--- src/rtl/zx_pkg.sv ---
// Shared constants for the ZX Spectrum I/O port block: port decodes,
// fixed RAM bank numbers and 0x7FFD / 0xFE bit positions.
package zx_pkg;

    // Port decode bits
    localparam int unsigned ULA_PORT_A0   = 0;       // ULA selected when A0 == 0
    localparam logic [7:0]  KEMPSTON_PORT = 8'h1F;
    localparam int unsigned PAGE_A_HI     = 15;      // 0x7FFD selected when A15 == 0
    localparam int unsigned PAGE_A_LO     = 1;       // ... and A1 == 0

    // Fixed RAM banks
    localparam logic [4:0]  BANK_SCREEN   = 5'd5;
    localparam logic [4:0]  BANK_8000     = 5'd2;
    localparam logic [4:0]  BANK_SHADOW   = 5'd7;

    // 0x7FFD bit positions
    localparam int unsigned P7_BANK_MSB   = 2;       // bank bits [2:0]
    localparam int unsigned P7_SCREEN     = 3;
    localparam int unsigned P7_ROM        = 4;
    localparam int unsigned P7_LOCK       = 5;
    localparam int unsigned P7_BANK_B3    = 6;
    localparam int unsigned P7_BANK_B4    = 7;

    // 0xFE bit positions
    localparam int unsigned FE_MIC        = 3;
    localparam int unsigned FE_SOUND      = 4;

    // Full 5-bit bank number carried by a 0x7FFD write
    function automatic logic [4:0] page_bank(input logic [7:0] d);
        return {d[P7_BANK_B4], d[P7_BANK_B3], d[P7_BANK_MSB:0]};
    endfunction

endpackage

--- src/rtl/zx_page_reg.sv ---
// 0x7FFD paging register with sticky lock.
// Ports: clk, rst_n (async active-low), i_wr_en (one-cycle update enable),
//        i_data (CPU data byte), o_ram_bank, o_rom_sel, o_screen_sel, o_locked.
module zx_page_reg
    import zx_pkg::*;
#(
    parameter int unsigned BANK_BITS     = 3,
    parameter int unsigned ENABLE_PAGING = 1
) (
    input  logic                 clk,
    input  logic                 rst_n,
    input  logic                 i_wr_en,
    input  logic [7:0]           i_data,
    output logic [BANK_BITS-1:0] o_ram_bank,
    output logic                 o_rom_sel,
    output logic                 o_screen_sel,
    output logic                 o_locked
);

    localparam bit PAGING_ON = (ENABLE_PAGING != 0);

    logic [BANK_BITS-1:0] r_ram_bank;
    logic                 r_rom_sel;
    logic                 r_screen_sel;
    logic                 r_locked;

    // Writes are dropped once locked; only reset clears the lock
    always_ff @(posedge clk or negedge rst_n) begin
        if (!rst_n) begin
            r_ram_bank   <= '0;
            r_rom_sel    <= 1'b0;
            r_screen_sel <= 1'b0;
            r_locked     <= 1'b0;
        end else if (i_wr_en && !r_locked && PAGING_ON) begin
            r_ram_bank   <= BANK_BITS'(page_bank(i_data));
            r_screen_sel <= i_data[P7_SCREEN];
            r_rom_sel    <= i_data[P7_ROM];
            r_locked     <= i_data[P7_LOCK];
        end
    end

    // 48K build: fixed mapping, port reads as locked
    assign o_ram_bank   = PAGING_ON ? r_ram_bank   : '0;
    assign o_rom_sel    = PAGING_ON ? r_rom_sel    : 1'b0;
    assign o_screen_sel = PAGING_ON ? r_screen_sel : 1'b0;
    assign o_locked     = PAGING_ON ? r_locked     : 1'b1;

endmodule

--- src/rtl/zx_io_ports.sv ---
// Z80 I/O port state: ULA 0xFE latch, 0x7FFD paging, registered keyboard /
// Kempston read mux and combinational physical bank mapping.
// Ports: clk, reset_n, cpu_addr/cpu_dout, n_iorq/n_wr/n_rd/n_m1 (active low),
//        key_data, ear_in, joy -> border_color, sound, mic, ram_bank, rom_sel,
//        screen_sel, paging_locked, io_rd_data, io_rd_hit (registered),
//        rom_cs, phys_bank (combinational).
module zx_io_ports
    import zx_pkg::*;
#(
    parameter int unsigned NUM_RAM_BANKS = 8,
    parameter int unsigned ENABLE_PAGING = 1,
    parameter int unsigned BORDER_BITS   = 3,
    parameter int unsigned JOY_BITS      = 5,
    localparam int unsigned BANK_BITS    = $clog2(NUM_RAM_BANKS)
) (
    input  logic                   clk,
    input  logic                   reset_n,
    input  logic [15:0]            cpu_addr,
    input  logic [7:0]             cpu_dout,
    input  logic                   n_iorq,
    input  logic                   n_wr,
    input  logic                   n_rd,
    input  logic                   n_m1,
    input  logic [4:0]             key_data,
    input  logic                   ear_in,
    input  logic [JOY_BITS-1:0]    joy,
    output logic [BORDER_BITS-1:0] border_color,
    output logic                   sound,
    output logic                   mic,
    output logic [BANK_BITS-1:0]   ram_bank,
    output logic                   rom_sel,
    output logic                   screen_sel,
    output logic                   paging_locked,
    output logic [7:0]             io_rd_data,
    output logic                   io_rd_hit,
    output logic                   rom_cs,
    output logic [BANK_BITS-1:0]   phys_bank
);

    logic       w_wr_s;
    logic       w_rd_s;
    logic       w_upd;
    logic       w_ula_hit;
    logic       w_page_hit;
    logic       w_kemp_hit;
    logic [7:0] w_rd_data;
    logic       w_rd_hit;
    logic       w_unused_addr;

    logic                   r_wr_q;
    logic [BORDER_BITS-1:0] r_border;
    logic                   r_sound;
    logic                   r_mic;
    logic [7:0]             r_rd_data;
    logic                   r_rd_hit;

    // Interrupt acknowledge (M1 with IORQ) is neither a read nor a write
    assign w_wr_s     = ~n_iorq & ~n_wr & n_m1;
    assign w_rd_s     = ~n_iorq & ~n_rd & n_m1;
    assign w_upd      = w_wr_s & ~r_wr_q;
    assign w_ula_hit  = ~cpu_addr[ULA_PORT_A0];
    assign w_page_hit = ~cpu_addr[PAGE_A_HI] & ~cpu_addr[PAGE_A_LO];
    assign w_kemp_hit = (cpu_addr[7:0] == KEMPSTON_PORT);
    assign w_unused_addr = ^cpu_addr[13:8];

    // Write edge detect and 0xFE latch
    always_ff @(posedge clk or negedge reset_n) begin
        if (!reset_n) begin
            r_wr_q   <= 1'b0;
            r_border <= '0;
            r_sound  <= 1'b0;
            r_mic    <= 1'b0;
        end else begin
            r_wr_q <= w_wr_s;
            if (w_upd && w_ula_hit) begin
                r_border <= cpu_dout[BORDER_BITS-1:0];
                r_mic    <= cpu_dout[FE_MIC];
                r_sound  <= cpu_dout[FE_SOUND];
            end
        end
    end

    zx_page_reg #(
        .BANK_BITS     (BANK_BITS),
        .ENABLE_PAGING (ENABLE_PAGING)
    ) u_page_reg (
        .clk          (clk),
        .rst_n        (reset_n),
        .i_wr_en      (w_upd & w_page_hit),
        .i_data       (cpu_dout),
        .o_ram_bank   (ram_bank),
        .o_rom_sel    (rom_sel),
        .o_screen_sel (screen_sel),
        .o_locked     (paging_locked)
    );

    // Read mux, Kempston before ULA
    always_comb begin
        w_rd_data = 8'hFF;
        w_rd_hit  = 1'b0;
        if (w_rd_s) begin
            if (w_kemp_hit) begin
                w_rd_data = 8'(joy);
                w_rd_hit  = 1'b1;
            end else if (w_ula_hit) begin
                w_rd_data = {1'b1, ear_in, 1'b1, key_data};
                w_rd_hit  = 1'b1;
            end
        end
    end

    always_ff @(posedge clk or negedge reset_n) begin
        if (!reset_n) begin
            r_rd_data <= 8'hFF;
            r_rd_hit  <= 1'b0;
        end else begin
            r_rd_data <= w_rd_data;
            r_rd_hit  <= w_rd_hit;
        end
    end

    // Physical bank for the current CPU address; ROM area drives 0
    always_comb begin
        phys_bank = '0;
        case (cpu_addr[15:14])
            2'b01:   phys_bank = BANK_BITS'(BANK_SCREEN);
            2'b10:   phys_bank = BANK_BITS'(BANK_8000);
            2'b11:   phys_bank = ram_bank;
            default: phys_bank = '0;
        endcase
    end

    assign rom_cs       = (cpu_addr[15:14] == 2'b00);
    assign border_color = r_border;
    assign sound        = r_sound;
    assign mic          = r_mic;
    assign io_rd_data   = r_rd_data;
    assign io_rd_hit    = r_rd_hit;

endmodule

--- config.mk ---
export PLATFORM = sky130hd
export DESIGN_NAME = zx_io_ports
export DESIGN_NICKNAME = d
export VERILOG_FILES = /design/src/rtl/zx_pkg.sv /design/src/rtl/zx_page_reg.sv /design/src/rtl/zx_io_ports.sv
export SDC_FILE = /design/constraint.sdc
export NUM_CORES = 1
export LEC_CHECK = 0
export ABC_AREA = 0
export CORE_UTILIZATION = 36
export DETAILED_ROUTE_END_ITERATION = 16
export GPL_TIMING_DRIVEN = 0
export PLACE_DENSITY = 0.84
export SYNTH_ARGS = -nofsm -noshare
export SYNTH_HDL_FRONTEND = slang
export SYNTH_SLANG_ARGS = --single-unit
--- constraint.sdc ---
create_clock -name clk -period 4.1 [get_ports clk]
set_clock_uncertainty 0.2 [all_clocks]
set_input_delay 0.82 -clock clk [delete_from_list [all_inputs] [get_ports clk]]
set_output_delay 0.82 -clock clk [all_outputs]
set_load 0.005 [all_outputs]
Yosys cells after proc, flatten, opt, wreduce, memory -nomap -nowiden
Cells that the tools add are included.

word-level totals
  register bits after elaboration = 21
  input bits = 41
  output and inout port bits = 24
  word-level logic and storage cells = 39

operators by class
  equality and inequality tests = 4
  mux-type cells = 7
  bitwise gates (word level) = 14
  reduce and logical (&&, ||, !) cells = 4

operators by type and width
  operator            number
  $mux 8              2
  $pmux 3 s3          1
  $eq 8x5->1 const B  1
  $and 1x1->1         7
  $mux 7              1
  $not 1->1           7
  $eq 2x2->1 const B  2
  $mux 1              3
  $eq 2x1->1 const B  1
  $logic_and 1x1->1   2
  $logic_not 2->1     1
  $logic_not 1->1     1

Logic depth before layout (Yosys ltp)
Gate-level depths: netlist of the first run.

  depth in word-level cells = 6
  depth in mapped cells = 4
  gate-level depth less buffers = 3

Cells and area by module
From an unflattened synthesis of the first run, not the netlist that was laid out.

second synthesis, totals
  cell total of the unflattened synthesis = 64
  area, all modules = 858.3 µm²

by module, submodules not included
  module       times used  cells each  area an instance (µm²)
  zx_io_ports  1           51          629.4
  zx_page_reg  1           13          229.0

Worst setup path after synthesis of the first run
Ideal clock, no wire load.

  kind = input-to-reg
  start = input n_iorq
  end = register u_page_reg.r_ram_bank[0] (netlist: u_page_reg.o_ram_bank[0])
  data arrival time = 2.191 ns
  required time = 3.775 ns
  setup slack = 1.583 ns
  cell stages on the path = 4
  buffers on the path = 1
  cells stage by stage = or4b_4 or4_4 buf_6 mux2_4

between the ends
  longest elaborated chain between the ends = 6

RTL lines
  what                      line               source
  from (decl)               zx_io_ports.sv:20  input logic n_iorq,
  $not 1->1                 zx_io_ports.sv:58  assign w_wr_s = ~n_iorq & ~n_wr & n_m1;
  $and 1x1->1 (2 in a row)  zx_io_ports.sv:58
  $and 1x1->1               zx_io_ports.sv:60  assign w_upd = w_wr_s & ~r_wr_q;
  $and 1x1->1               zx_io_ports.sv:89  .i_wr_en (w_upd & w_page_hit),
  $logic_and 1x1->1         zx_page_reg.sv:34  end else if (i_wr_en && !r_locked && PAGING_ON) begin
  to (signal assigned)      zx_page_reg.sv:35  r_ram_bank <= BANK_BITS'(page_bank(i_data));
  to (decl)                 zx_page_reg.sv:22  logic [BANK_BITS-1:0] r_ram_bank;

Every way passes these cells.
A chain may end at the register's enable or synchronous reset.

Worst setup path after layout of the first run
  start = input cpu_addr[15]
  end = output phys_bank[1]

between the ends
  longest elaborated chain between the ends = 2

RTL lines
  what                                      line                source
  from (decl)                               zx_io_ports.sv:18   input logic [15:0] cpu_addr,
  $eq 2x2->1 or $eq 2x1->1 (tied branches)  zx_io_ports.sv:125  case (cpu_addr[15:14])
  $pmux 3 s3 (*)                            zx_io_ports.sv:125
  to (decl)                                 zx_io_ports.sv:37   output logic [BANK_BITS-1:0] phys_bank

Every way passes the cells marked *; elsewhere a longest branch is shown, timed or not.

==> results of run 1 <==
flip-flops by register name (all words and copies together), names as in the netlist:
signal and cells:
border_color 3, sound 1, u_page_reg.o_rom_sel 1, io_rd_hit 1, io_rd_data 7, mic 1, r_wr_q 1, u_page_reg.o_screen_sel 1
u_page_reg.o_ram_bank 3, u_page_reg.o_locked 1
cell usage in the layout (no fill, tap or decap), drive strengths merged:
| master | synthesis | final |
|---|---|---|
| dfrtp | 13 | 13 |
| or4 | 1 | 1 |
| a21o | 1 | 1 |
| o21a | 1 | 1 |
| o21ai | 1 | 1 |
| dfstp | 7 | 7 |
| or4b | 1 | 1 |
| nor3 | 6 | 6 |
| nor4 | 1 | 1 |
| clkdlybuf4s50 | 0 | 55 |
| nand4 | 1 | 1 |
| mux2 | 10 | 10 |
| clkbuf | 2 | 5 |
| nand2 | 1 | 1 |
| nor2 | 10 | 10 |
| a21boi | 3 | 3 |
| inv | 4 | 4 |
| or3b | 1 | 1 |
| buf | 2 | 2 |
| bufinv | 0 | 1 |
| nand2b | 2 | 2 |
| a21oi | 5 | 5 |
area by class of cell:
class	count	area, sq um
Tap cell	28	35.0
Timing Repair Buffer	55	551
Inverter	4	15.0
Multi-Input combinational cell	45	329
Fill cell	183	737
Buffer	4	26.3
Clock inverter	1	30.0
Sequential cell	20	509
Clock buffer	3	22.5
path summary, 6_finish.rpt:
check                                     from                       end  slack (ps)  cells past startpoint
setup / recovery                  cpu_addr[15]              phys_bank[1]         970                      3
max in group asynchronous              reset_n                 io_rd_hit        2390                      1
min in group asynchronous              reset_n      u_page_reg.o_rom_sel         790                      1
hold / removal             u_page_reg.o_locked       u_page_reg.o_locked         300                      1
hold reg to reg            u_page_reg.o_locked       u_page_reg.o_locked         300                      1
setup reg to reg                        r_wr_q  u_page_reg.o_ram_bank[2]        2060                      4
power breakdown:
group          leakage [nW]  total [mW]  switching (mW)  internal (mW)
registers             0.234       0.242          0.0165          0.226
clock network        0.0279       0.156          0.0578         0.0987
logic                 0.373       0.146          0.0393          0.106
cell usage after synthesis (all sizes together):
| master | n |
|---|---|
| o21ai | 1 |
| o21a | 1 |
| nand2b | 2 |
| a21oi | 5 |
| a21boi | 3 |
| or4 | 1 |
| clkbuf | 2 |
| inv | 4 |
| nand4 | 1 |
| nand2 | 1 |
| a21o | 1 |
| buf | 2 |
| nor3 | 6 |
| nor2 | 10 |
| or3b | 1 |
| dfstp | 7 |
| dfrtp | 13 |
| nor4 | 1 |
| mux2 | 10 |
| or4b | 1 |
logic make-up (layout without fill, tap and decap cells):
logic type	Yosys count	in the layout	share of synthesized area [%]
compound gates	11	11	7.68
flops	20	20	57.9
mux	10	10	14.9
simple gates	24	24	14.8
buf+inv	8	67	4.69
through the flow:
step | setup slack, ps | cell area (sq um)
floorplan | 1580 | 880
global placement | 998 | 1470
detailed placement | 962 | 1470
CTS | 959 | 1520
global route | 895 | 1520
finish | 969 | 1520
worst max-delay path: stages:
cell	delay, ps
clkdlybuf4s50_1	570
a21boi_0	200
clkdlybuf4s50_1	520
layer usage:
| metal | track usage [%] | vias up | routed length, um |
|---|---|---|---|
| li1 | - | 369 | - |
| met4 | 4.05 | 0 | 27 |
| met1 | 18.7 | 346 | 823 |
| met2 | 33.1 | 38 | 1100 |
| met3 | 2.98 | 2 | 144 |
| met5 | 0 | - | 0 |
==> reports/results.ini, run 1 <==
[run_status]
status = finished clean

[sta]
period_share_pct = 76.4
max-slew-margin-rel_pct = 20.9
max_slew.worst_pin.slew_ps = 1180
fmax_ghz = 0.319
whs_ps = 296
drv_slew = 0
setup_viol = 0
grt_setup_unrepaired = no
fin_crit_ps = 3130
finalSetupTns_ps = 0
hold_viol_final = 0

[placed_design]
dp_cells = 156
place.detailed.hpwl_mm = 1.72
gp_congestion = 0.727
io_buffers = 55

[critical_path]
crit_type = input pin to output port
arrival_ps = 2110
cp_max_fo = 6
endpoint_kind = output port
critPathRequiredTime_ps = 3080
cp-start-kind = input pin

[floorplan]
chipWidth_um = 51.4
start_util_pct = 39.0
die_h_um = 51.4
io_pins = 65
num_rows = 17
dieArea_sq_mm = 0.00265
core_area_sq_mm = 0.00225

[synth]
synth.largest_area_cell = dfrtp_1
syn_area_sq_um = 880
ys_seq_area_share_pct = 57.9
synthCells = 73
ys_seq_elements = 20
avgSynthCellArea_sq_um = 12.0
synth_fp_nets = 114
yosysWarnings = 0
yosysTopAreaCellShare_pct = 37.0
yosysUniqueCellTypes = 22
synth.area.top_cells = dfrtp_1 (37%), dfstp_2 (21%), mux2_4 (8.5%), mux2_2 (6.4%), nor2_1 (4.3%)

[clocking]
numClockSinks = 20
cts_hold_buffers = 0
cts_setup_buffers = 0
clk_pin_slew_worst_paths_ps = 110
cts_tree = yes
root_buffer = clkbuf_4
clock_latency_ps = 280
numCtsBuffers = 3
cts_resized = 0
clk_path_buf_depth = 2
htree_num_levels = 1

[layout]
n_antenna_cell = 0
syn_to_final_growth_pct = 72.5
fin_nets = 174
layout-drive-gt1-share_pct = 19.7
stdcell_count = 160
postLayoutCoreUtil_pct = 67.3

[detailed_routing]
vias = 755
route.detailed.drc = 0
first_iter_violations = 6
vias_per_cell = 4.72
drt-pass1-iter-count = 2
wire_per_inst_um = 13.1
wl_mm = 2.10
ant_nets = 0

[flow_run]
cap_violations = 0

[power]
power_density_mw_per_mm2 = 359
finalPower_mw = 0.544
peakVddDrop_uv = 284
leakagePower_nw = 0.636

[global_routing]
globalRouteOverflowTotal = 0
track_usage_pct = 17.0
grt_start_max_net_pins = 21
grt_pass1_vias = 787
antenna_found_initial = 0
grt_pass1_wl_mm = 3.36

[hold_path]
min-delay-path-class = flop to flop

Note: power is estimated with default switching activity, not from simulation.
==> inputs of run 2 (changes only) <==
--- a/config.mk
+++ b/config.mk
@@ -6,10 +6,10 @@
 export NUM_CORES = 1
 export LEC_CHECK = 0
 export ABC_AREA = 0
-export CORE_UTILIZATION = 36
+export CORE_UTILIZATION = 30
 export DETAILED_ROUTE_END_ITERATION = 16
 export GPL_TIMING_DRIVEN = 0
-export PLACE_DENSITY = 0.84
+export PLACE_DENSITY = 0.75
 export SYNTH_ARGS = -nofsm -noshare
 export SYNTH_HDL_FRONTEND = slang
 export SYNTH_SLANG_ARGS = --single-unit
==> constraint.sdc (replaced) <==
create_clock -name clk -period 2.6 [get_ports clk]
set_clock_uncertainty 0.2 [all_clocks]
set_input_delay 0.52 -clock clk [delete_from_list [all_inputs] [get_ports clk]]
set_output_delay 0.52 -clock clk [all_outputs]
set_load 0.005 [all_outputs]
==> run 2 against run 1 <==
  * Non-clock buffer count is the same
  * Largest cell class unchanged
  * Highest routed layer is now met3
  * Hold slack gained 3.2 ps
  * Wire length grew 6.8%
==> reports/results.ini, run 2 (same netlist as run 1, synthesis figures left out) <==
[layout]
syn_to_final_growth_pct = 73.0
n_antenna_cell = 0  ; unchanged
ff_latch_area_sq_um = 509  ; unchanged
layout_commonest_cell = clkdlybuf4s50_1
finalInstanceArea_sq_mm = 0.00152  ; +0.25%
num-fill-cells = 249  ; +36%
final_cell_mix = clkdlybuf4s50_1 (55), dfrtp_1 (13), nor2_1 (10)
fin_nets = 174  ; unchanged
multiInputGateArea_sq_um = 329  ; unchanged
largest_reg_flops = 7  ; unchanged
layout-drive-gt1-share_pct = 19.7  ; unchanged

[sta]
hold_viol_final = 0  ; unchanged
max_slew.worst_pin.slew_ps = 1280  ; +101 ps
max-slew-margin-rel_pct = 14.1  ; -6.8 points
setup_viol = 0  ; unchanged
period_share_pct = 96.4
grt_setup_unrepaired = no
fin_crit_ps = 2510
whs_ps = 299  ; +3.17 ps
drv_slew = 0  ; unchanged
fmax_ghz = 0.399

[power]
leakagePower_nw = 0.636  ; unchanged
power_density_mw_per_mm2 = 568  ; +58%
peakVddDrop_uv = 398  ; +40%

[global_routing]
grt_pass1_wl_mm = 3.66  ; +9.0%
grt_start_max_net_pins = 21  ; unchanged
antenna_found_initial = 0  ; unchanged
grt_pass1_vias = 822  ; +4.4%
globalRouteOverflowTotal = 0  ; unchanged
track_usage_pct = 15.2  ; -1.9 points

[detailed_routing]
first_iter_violations = 16  ; +10
ant_nets = 0  ; unchanged
drt-pass1-iter-count = 4  ; +2
vias_per_cell = 4.79  ; +1.5%
route.detailed.drc = 0  ; unchanged
wl_mm = 2.24  ; +6.8%
wire_per_inst_um = 13.7  ; +4.9%
vias = 781  ; +3.4%

[floorplan]
num_rows = 19  ; +2
dieArea_sq_mm = 0.00315  ; +19%
start_util_pct = 31.9  ; -7.1 points
chipWidth_um = 56.1  ; +9.2%
core_area_sq_mm = 0.00276  ; +22%
io_pins = 65  ; unchanged
die_h_um = 56.1  ; +9.2%

[critical_path]
critical-path-top-delay-family = buffers and inverters
arrival_ps = 1790  ; -320 ps
cp-start-kind = input pin
crit_buf_inv = 2  ; unchanged
crit_type = input pin to output port
endpoint_kind = output port
critPathRequiredTime_ps = 1880  ; -1200 ps
path_common_cell = clkdlybuf4s50_1
cp_max_fo = 6  ; unchanged
path_cells = clkdlybuf4s50_1, a21boi_0, clkdlybuf4s50_1
critPathMaxStageDelay_ps = 560  ; about the same
critPathSlowestCell = clkdlybuf4s50_1

[placed_design]
io_buffers = 55  ; unchanged
gp_congestion = 0.747  ; +2.7%
place.detailed.hpwl_mm = 1.77  ; +3.2%
dpl-instance-area_sq_mm = 0.00147  ; +0.26%

[clocking]
clk_pin_slew_worst_paths_ps = 110  ; about the same
clk_path_buf_depth = 2  ; unchanged
cts_tree = yes
clock_latency_ps = 290  ; about the same
numClockSinks = 20  ; unchanged
htree_num_levels = 1  ; unchanged
root_buffer = clkbuf_4
cts_setup_buffers = 0  ; unchanged
cts_hold_buffers = 0  ; unchanged
cts_resized = 0  ; unchanged
numCtsBuffers = 3  ; unchanged

[run_status]
status = finished clean

[hold_path]
min-delay-path-class = flop to flop

[flow_run]
cap_violations = 0  ; unchanged

## run 2: cell counts in the layout (fill, tap and decap cells not counted)
Identical to the previous run, type by type.
## run 2: through the flow
stage / setup TNS [ps] / cells / utilization (%) / power, mW / setup WS [ps]
after CTS: 0 / 163 / 55.2 / 0.875 / 82.4
after global placement: -677 / 159 / 53.3 / 0.612 / -95.4
after detailed placement: -1480 / 159 / 53.3 / 0.621 / -196
final: 0 / 163 / 55.2 / 0.864 / 93.5
after global routing: 0 / 163 / 55.2 / 0.913 / 27.6
after floorplan: 0 / 73 / - / 0.455 / 383
## run 2: layout make-up
type / count / share of cell area, %
Buffer: 4 / 1.73
Clock inverter: 1 / 1.97
Inverter: 4 / 0.987
Timing Repair Buffer: 55 / 36.2
Sequential cell: 20 / 33.5
Multi-Input combinational cell: 45 / 21.6
Tap cell: 31 / 2.55
Clock buffer: 3 / 1.48
## run 2: final timing paths
check                                          from                       end  slack [ps]  depth (start not counted)
worst min register to register  u_page_reg.o_locked       u_page_reg.o_locked         300                          1
worst max register to register               r_wr_q  u_page_reg.o_ram_bank[1]         560                          4
worst min-delay path            u_page_reg.o_locked       u_page_reg.o_locked         300                          1
min in group asynchronous                   reset_n  u_page_reg.o_ram_bank[2]         500                          1
worst max-delay path                   cpu_addr[15]              phys_bank[1]          90                          3
max in group asynchronous                   reset_n       u_page_reg.o_locked        1160                          1
## run 2: per-layer routing
| metal | vias up | wire, um | track usage, % |
|---|---|---|---|
| li1 | 368 | - | - |
| met1 | 381 | 887 | 17.0 |
| met2 | 32 | 1190 | 27.0 |
| met3 | 0 | 164 | 5.12 |
| met4 | 0 | 0 | 4.53 |
| met5 | - | 0 | 0 |
## run 2: power by group
group	internal [mW]	switching, mW
combinational	0.168	0.0628
sequential	0.356	0.0260
clock	0.156	0.0958
total	0.679	0.185
